**config.mk**
```make
export PLATFORM = sky130hd
export DESIGN_NAME = step_dir_decoder
export DESIGN_NICKNAME = d
export VERILOG_FILES = /design/src/rtl/step_dir_decoder_pkg.sv /design/src/rtl/step_dir_decoder_sync_filter.sv /design/src/rtl/step_dir_decoder.sv
export SDC_FILE = /design/constraint.sdc
export NUM_CORES = 1
export LEC_CHECK = 0
export BUFFER_PORTS_ARGS = -buffer_cell sky130_fd_sc_hd__buf_2
export CORE_UTILIZATION = 35
export DETAILED_ROUTE_END_ITERATION = 16
export GPL_TIMING_DRIVEN = 0
export PLACE_DENSITY = 0.54
export SLEW_MARGIN = 20
export SYNTH_ARGS = -nofsm -noshare
export SYNTH_HDL_FRONTEND = slang
export SYNTH_SLANG_ARGS = --single-unit
export TNS_END_PERCENT = 50
```
**constraint.sdc**
```tcl
create_clock -name clk -period 3.7 [get_ports clk]
set_input_delay 0.37 -clock clk [delete_from_list [all_inputs] [get_ports clk]]
set_output_delay 0.37 -clock clk [all_outputs]
set_load 0.02 [all_outputs]
```
**src/rtl/step_dir_decoder_pkg.sv**
```systemverilog
// ------------------------------------------------------------------
// step_dir_decoder_pkg: shared types and defaults for the decoder.
// Rev 1.0
// ------------------------------------------------------------------
`default_nettype none

package step_dir_decoder_pkg;

  typedef enum logic [1:0] {
    ST_LOW  = 2'd0,
    ST_PEND = 2'd1,
    ST_ACC  = 2'd2
  } fsm_state_t;

  localparam int DEF_MIN_PULSE = 4;
  localparam int DEF_DIR_SETUP = 8;
  localparam int DEF_CNT_W     = 16;

endpackage

`default_nettype wire

```
**src/rtl/step_dir_decoder_sync_filter.sv**
```systemverilog
// ------------------------------------------------------------------
// step_sync_filter: pin synchroniser, dir stability tracking and pulse
// width qualification. Rev 1.0
// ------------------------------------------------------------------
`default_nettype none

module step_sync_filter
  import step_dir_decoder_pkg::*;
#(
  parameter int SYNC_STAGES = 2,
  parameter int MIN_PULSE   = DEF_MIN_PULSE,
  parameter int DIR_SETUP   = DEF_DIR_SETUP
) (
  input  logic clk,
  input  logic reset,
  input  logic step_in,
  input  logic dir_in,
  output logic accept,
  output logic dir_lat,
  output logic glitch,
  output logic setup_viol
);

  localparam int HC_W = $clog2(MIN_PULSE + 1);
  localparam int ST_W = $clog2(DIR_SETUP + 1);
  localparam logic [HC_W-1:0] HC_LAST  = HC_W'(MIN_PULSE - 1);
  localparam logic [ST_W-1:0] STAB_MAX = ST_W'(DIR_SETUP);

  logic [SYNC_STAGES-1:0] step_sr;
  logic [SYNC_STAGES-1:0] dir_sr;
  logic                   s_step;
  logic                   s_dir;
  logic                   dir_prev;
  logic [ST_W-1:0]        stab;
  logic [HC_W-1:0]        hcnt;
  fsm_state_t             state;

  always_ff @(posedge clk) begin
    if (reset) begin
      step_sr <= '0;
      dir_sr  <= '0;
    end else begin
      step_sr <= {step_sr[SYNC_STAGES-2:0], step_in};
      dir_sr  <= {dir_sr[SYNC_STAGES-2:0], dir_in};
    end
  end

  assign s_step = step_sr[SYNC_STAGES-1];
  assign s_dir  = dir_sr[SYNC_STAGES-1];

  // Restarts on any dir edge, saturates once dir is considered settled.
  always_ff @(posedge clk) begin
    if (reset) begin
      dir_prev <= 1'b0;
      stab     <= STAB_MAX;
    end else begin
      dir_prev <= s_dir;
      if (s_dir != dir_prev) begin
        stab <= '0;
      end else if (stab != STAB_MAX) begin
        stab <= stab + ST_W'(1);
      end
    end
  end

  always_ff @(posedge clk) begin
    if (reset) begin
      state   <= ST_LOW;
      hcnt    <= '0;
      dir_lat <= 1'b0;
    end else begin
      case (state)
        ST_LOW: begin
          if (s_step) begin
            state   <= ST_PEND;
            hcnt    <= HC_W'(1);
            dir_lat <= s_dir;
          end
        end
        ST_PEND: begin
          if (!s_step) begin
            state <= ST_LOW;
          end else if (hcnt == HC_LAST) begin
            state <= ST_ACC;
          end else begin
            hcnt <= hcnt + HC_W'(1);
          end
        end
        ST_ACC: begin
          if (!s_step) begin
            state <= ST_LOW;
          end
        end
        default: state <= ST_LOW;
      endcase
    end
  end

  assign accept     = (state == ST_PEND) && s_step && (hcnt == HC_LAST);
  assign glitch     = (state == ST_PEND) && !s_step;
  assign setup_viol = (state == ST_LOW) && s_step && (stab < STAB_MAX);

endmodule

`default_nettype wire

```
**src/rtl/step_dir_decoder.sv**
```systemverilog
// ------------------------------------------------------------------
// step_dir_decoder: step/dir receiver producing absolute position and
// per-period step counts. Rev 1.0
// ------------------------------------------------------------------
`default_nettype none

module step_dir_decoder
  import step_dir_decoder_pkg::*;
#(
  parameter int SYNC_STAGES = 2,
  parameter int MIN_PULSE   = DEF_MIN_PULSE,
  parameter int DIR_SETUP   = DEF_DIR_SETUP,
  parameter int POS_W       = 32,
  parameter int CNT_W       = DEF_CNT_W
) (
  input  logic                    clk,
  input  logic                    reset,
  input  logic                    step_in,
  input  logic                    dir_in,
  input  logic                    acc_step,
  input  logic                    load,
  input  logic signed [POS_W-1:0] pos_val,
  input  logic                    clear_err,
  output logic signed [POS_W-1:0] position,
  output logic signed [CNT_W-1:0] period_steps,
  output logic                    period_valid,
  output logic                    step_pulse,
  output logic                    dir_out,
  output logic                    moving,
  output logic                    err_glitch,
  output logic                    err_setup,
  output logic                    err_ovf
);

  localparam logic signed [CNT_W-1:0] ACC_MAX = {1'b0, {(CNT_W-1){1'b1}}};
  localparam logic signed [CNT_W-1:0] ACC_MIN = -ACC_MAX;

  logic                    accept;
  logic                    dir_lat;
  logic                    glitch;
  logic                    setup_viol;
  logic signed [CNT_W-1:0] acc;
  logic signed [CNT_W-1:0] acc_next;
  logic                    sat;

  step_sync_filter #(
    .SYNC_STAGES (SYNC_STAGES),
    .MIN_PULSE   (MIN_PULSE),
    .DIR_SETUP   (DIR_SETUP)
  ) u_filter (
    .clk        (clk),
    .reset      (reset),
    .step_in    (step_in),
    .dir_in     (dir_in),
    .accept     (accept),
    .dir_lat    (dir_lat),
    .glitch     (glitch),
    .setup_viol (setup_viol)
  );

  // Symmetric clamp: the most negative code is never produced.
  always_comb begin
    acc_next = acc;
    sat      = 1'b0;
    if (accept) begin
      if (dir_lat) begin
        if (acc == ACC_MAX) sat = 1'b1;
        else                acc_next = acc + CNT_W'(1);
      end else begin
        if (acc == ACC_MIN) sat = 1'b1;
        else                acc_next = acc - CNT_W'(1);
      end
    end
  end

  always_ff @(posedge clk) begin
    if (reset) begin
      position     <= '0;
      period_steps <= '0;
      period_valid <= 1'b0;
      step_pulse   <= 1'b0;
      dir_out      <= 1'b0;
      moving       <= 1'b0;
      err_glitch   <= 1'b0;
      err_setup    <= 1'b0;
      err_ovf      <= 1'b0;
      acc          <= '0;
    end else begin
      step_pulse <= accept;
      if (accept) dir_out <= dir_lat;

      if (load) begin
        position <= pos_val;
      end else if (accept) begin
        position <= dir_lat ? position + POS_W'(1) : position - POS_W'(1);
      end

      period_valid <= acc_step;
      if (acc_step) begin
        period_steps <= acc_next;
        moving       <= (acc_next != '0);
        acc          <= '0;
      end else begin
        acc <= acc_next;
      end

      err_glitch <= glitch     | (err_glitch & ~clear_err);
      err_setup  <= setup_viol | (err_setup  & ~clear_err);
      err_ovf    <= sat        | (err_ovf    & ~clear_err);
    end
  end

endmodule

`default_nettype wire

```
==> results_dict.tcl <==
set metrics [dict create \
    synth_seq_cells 86 \
    synth_flop_cell "dfxtp_1" \
    final-setup-viol-count 0 \
    path_clk_slew_ns 0.07 \
    synth_edf_count 0 \
    ys_top_cells_by_count "dfxtp_1 (86), nor2_1 (82), a21oi_1 (72), nand2_1 (64), o21ai_0 (51)" \
    grt_pass1_wl_um 29600 \
    start_kind "flop" \
    via_per_inst 5.67 \
    yosysTopAreaCell "dfxtp_1" \
    synthCells 722 \
    arrival_ns 3.73 \
    grt_use_total_pct 23.1 \
    die_h_um 130 \
    drt_iter0_drc 516 \
    syn_area_mm2 0.00570 \
    tightest_slew_ns 1.02 \
    diodes 0 \
    num-nets-final 901 \
    hp-class "input pin to flop" \
    finalWirelength_um 18700 \
    p_per_area_mw_per_mm2 376 \
    cts.path.max_buffers 2 \
    die-area_mm2 0.0168 \
    fin_crit_sh_pct 94.1 \
    postSynth.asyncResetShare_pct 0 \
    hold_viol 0 \
    hpwl_um 14000 \
    vdd_ir_drop_max_mv 0.214 \
    vias 5927 \
    std_cell_rows 46 \
    gp_congestion 0.877 \
    clkLatencyLatePin_ns 0.36 \
    synth_cell_types 75 \
    root_buffer "clkbuf_16" \
    drc 0 \
    fmax_mhz 287 \
    design.core.area_mm2 0.0159 \
    antenna_found_initial 0 \
    synth_nets 799 \
    grt_pass1_vias 5548 \
    syn2layout_area_growth_pct 18.1 \
    yosys_warnings 0 \
    cap_viol_max_count 0 \
    rsz0062_at_grt "no" \
    dpl.cell_count 1029 \
    leakage_nw 2.89 \
    status "finished, final reports clean" \
    ys_seq_area_share_pct 30.2 \
    slew_viol_final 0 \
    instances_no_fill 1045 \
    overflow 0 \
    fin_crit_ns 3.48 \
    ios 94 \
    ant_nets 0 \
    relSlewSlack_pct 30.8 \
    numCtsBuffers 9 \
    wire_per_inst_um 17.9 \
    hold_buffers 0 \
    required_ns 3.95 \
    grt_start_max_net_pins 36 \
    yosysMostFrequentCell "dfxtp_1" \
    rrSetupSlack_ns 0.22 \
    port_buffers 91 \
    synth_area_per_cell_um2 7.90 \
    synth_top_cell_area_share_pct 30.2 \
    drive_gt1_share_pct 17.4 \
    tns_ns 0 \
    end_kind "flop" \
    htreeDepth 3 \
    holdWs_ns 0.226 \
    worstPathMaxFanout 35 \
    start_util_pct 35.9 \
    drt-pass1-iter-count 5 \
    finalPower_mw 2.53 \
    cts_tree "yes" \
    critPathKind "flop to flop" \
    cts_sinks 86 \
    die_w_um 130 \
    synth_area_leaders "dfxtp_1 (30%), ha_1 (8.1%), a21oi_1 (6.3%)" \
    skew_ns 0.00818 \
]
[repair_timing]
item / CTS / global route
pin swaps: 0 / 0
endpoints found under the setup margin: 6 / 7
setup buffers: 0 / 0
gates resized for setup: 2 / 6
gates cloned: 0 / 0
[per-layer routing]
metal | GRT usage, % | vias up | wire length [um]
met5 | 0 | - | 0
met4 | 8.00 | 0 | 304
met3 | 4.58 | 23 | 1360
met2 | 35.6 | 213 | 8240
met1 | 32.1 | 2815 | 8770
li1 | - | 2876 | -
[power breakdown]
part           switching, mW  internal, mW
Combinational          0.357         0.247
Clock                  0.455         0.472
Sequential            0.0347         0.963
[cells by family after synthesis]
group / after synthesis / share of synthesized area, %
compound gates: 232 / 27.0
mux: 10 / 1.89
fa+ha+maj: 38 / 8.47
buf+inv: 57 / 4.01
flops: 86 / 30.2
simple gates: 264 / 23.0
xor+xnor: 35 / 5.51
[worst paths after layout]
kind	start	to	cells after the start
setup / recovery	u_filter.dir_lat$_SDFFE_PP0P_	position[27]$_SDFFE_PP0P_	11
hold / removal	step_in	u_filter.step_sr[0]$_SDFF_PP0_	2
setup reg to reg	u_filter.dir_lat$_SDFFE_PP0P_	position[27]$_SDFFE_PP0P_	11
hold reg to reg	u_filter.step_sr[0]$_SDFF_PP0_	u_filter.step_sr[1]$_SDFF_PP0_	1
[worst max-delay path, cell delays in order, from the launching register on]
cell	delay [ns]
dfxtp_2	0.42
buf_4	0.25
inv_8	0.14
ha_1	0.33
a211oi_1	0.34
o211ai_1	0.21
o2bb2ai_1	0.26
a311oi_2	0.45
nand2_1	0.13
a311oi_2	0.39
nor3_1	0.09
o311a_1	0.36
[registers in the layout (all words and copies together) (netlist names), 2 cells and up]
name              cells
u_filter.stab         4
acc                  16
u_filter.hcnt         3
u_filter.state        2
position             32
period_steps         16
u_filter.dir_sr       2
u_filter.step_sr      2
[cell usage in the layout, fill, tap and decap left out, types with 4 or more instances in the layout]
cell type / instances
buf_2: 94
dfxtp_1: 85
nor2_1: 82
a21oi_1: 72
nand2_1: 64
o21ai_0: 50
ha_1: 36
clkbuf_1: 26
nor3_1: 20
xnor2_1: 20
inv_1: 19
nand3_1: 18
a211oi_1: 16
nand4_1: 15
xor2_1: 14
a31oi_1: 11
o211ai_1: 11
nand2b_1: 11
a21o_1: 10
o211a_1: 10
clkbuf_16: 9
mux2i_1: 7
nor2b_1: 7
and3_1: 7
o21a_1: 6
o21bai_1: 6
nor4_1: 5
inv_6: 5
or2_2: 4
and4_1: 4
o41ai_1: 4
[layout make-up]
class	instances	area [um2]
Inverter	21	86.3
Fill cell	1720	9150
Buffer	36	153
Timing Repair Buffer	91	455
Multi-Input combinational cell	579	3760
Sequential cell	86	1720
Clock buffer	9	225
Tap cell	216	270
Clock inverter	7	60.1
[per-stage QoR]
stage / setup WS (ns) / utilization, % / area, um2
3_5_place_dp: -0.233 / 40.5 / 6430
4_1_cts: 0.0473 / 42.3 / 6720
6_report: 0.217 / 42.4 / 6730
3_3_place_gp: -0.728 / 40.5 / 6430
5_1_grt: 0.0361 / 42.4 / 6730
2_1_floorplan: 0.248 / - / 5700
No activity file was read; power rests on OpenSTA's default activity.
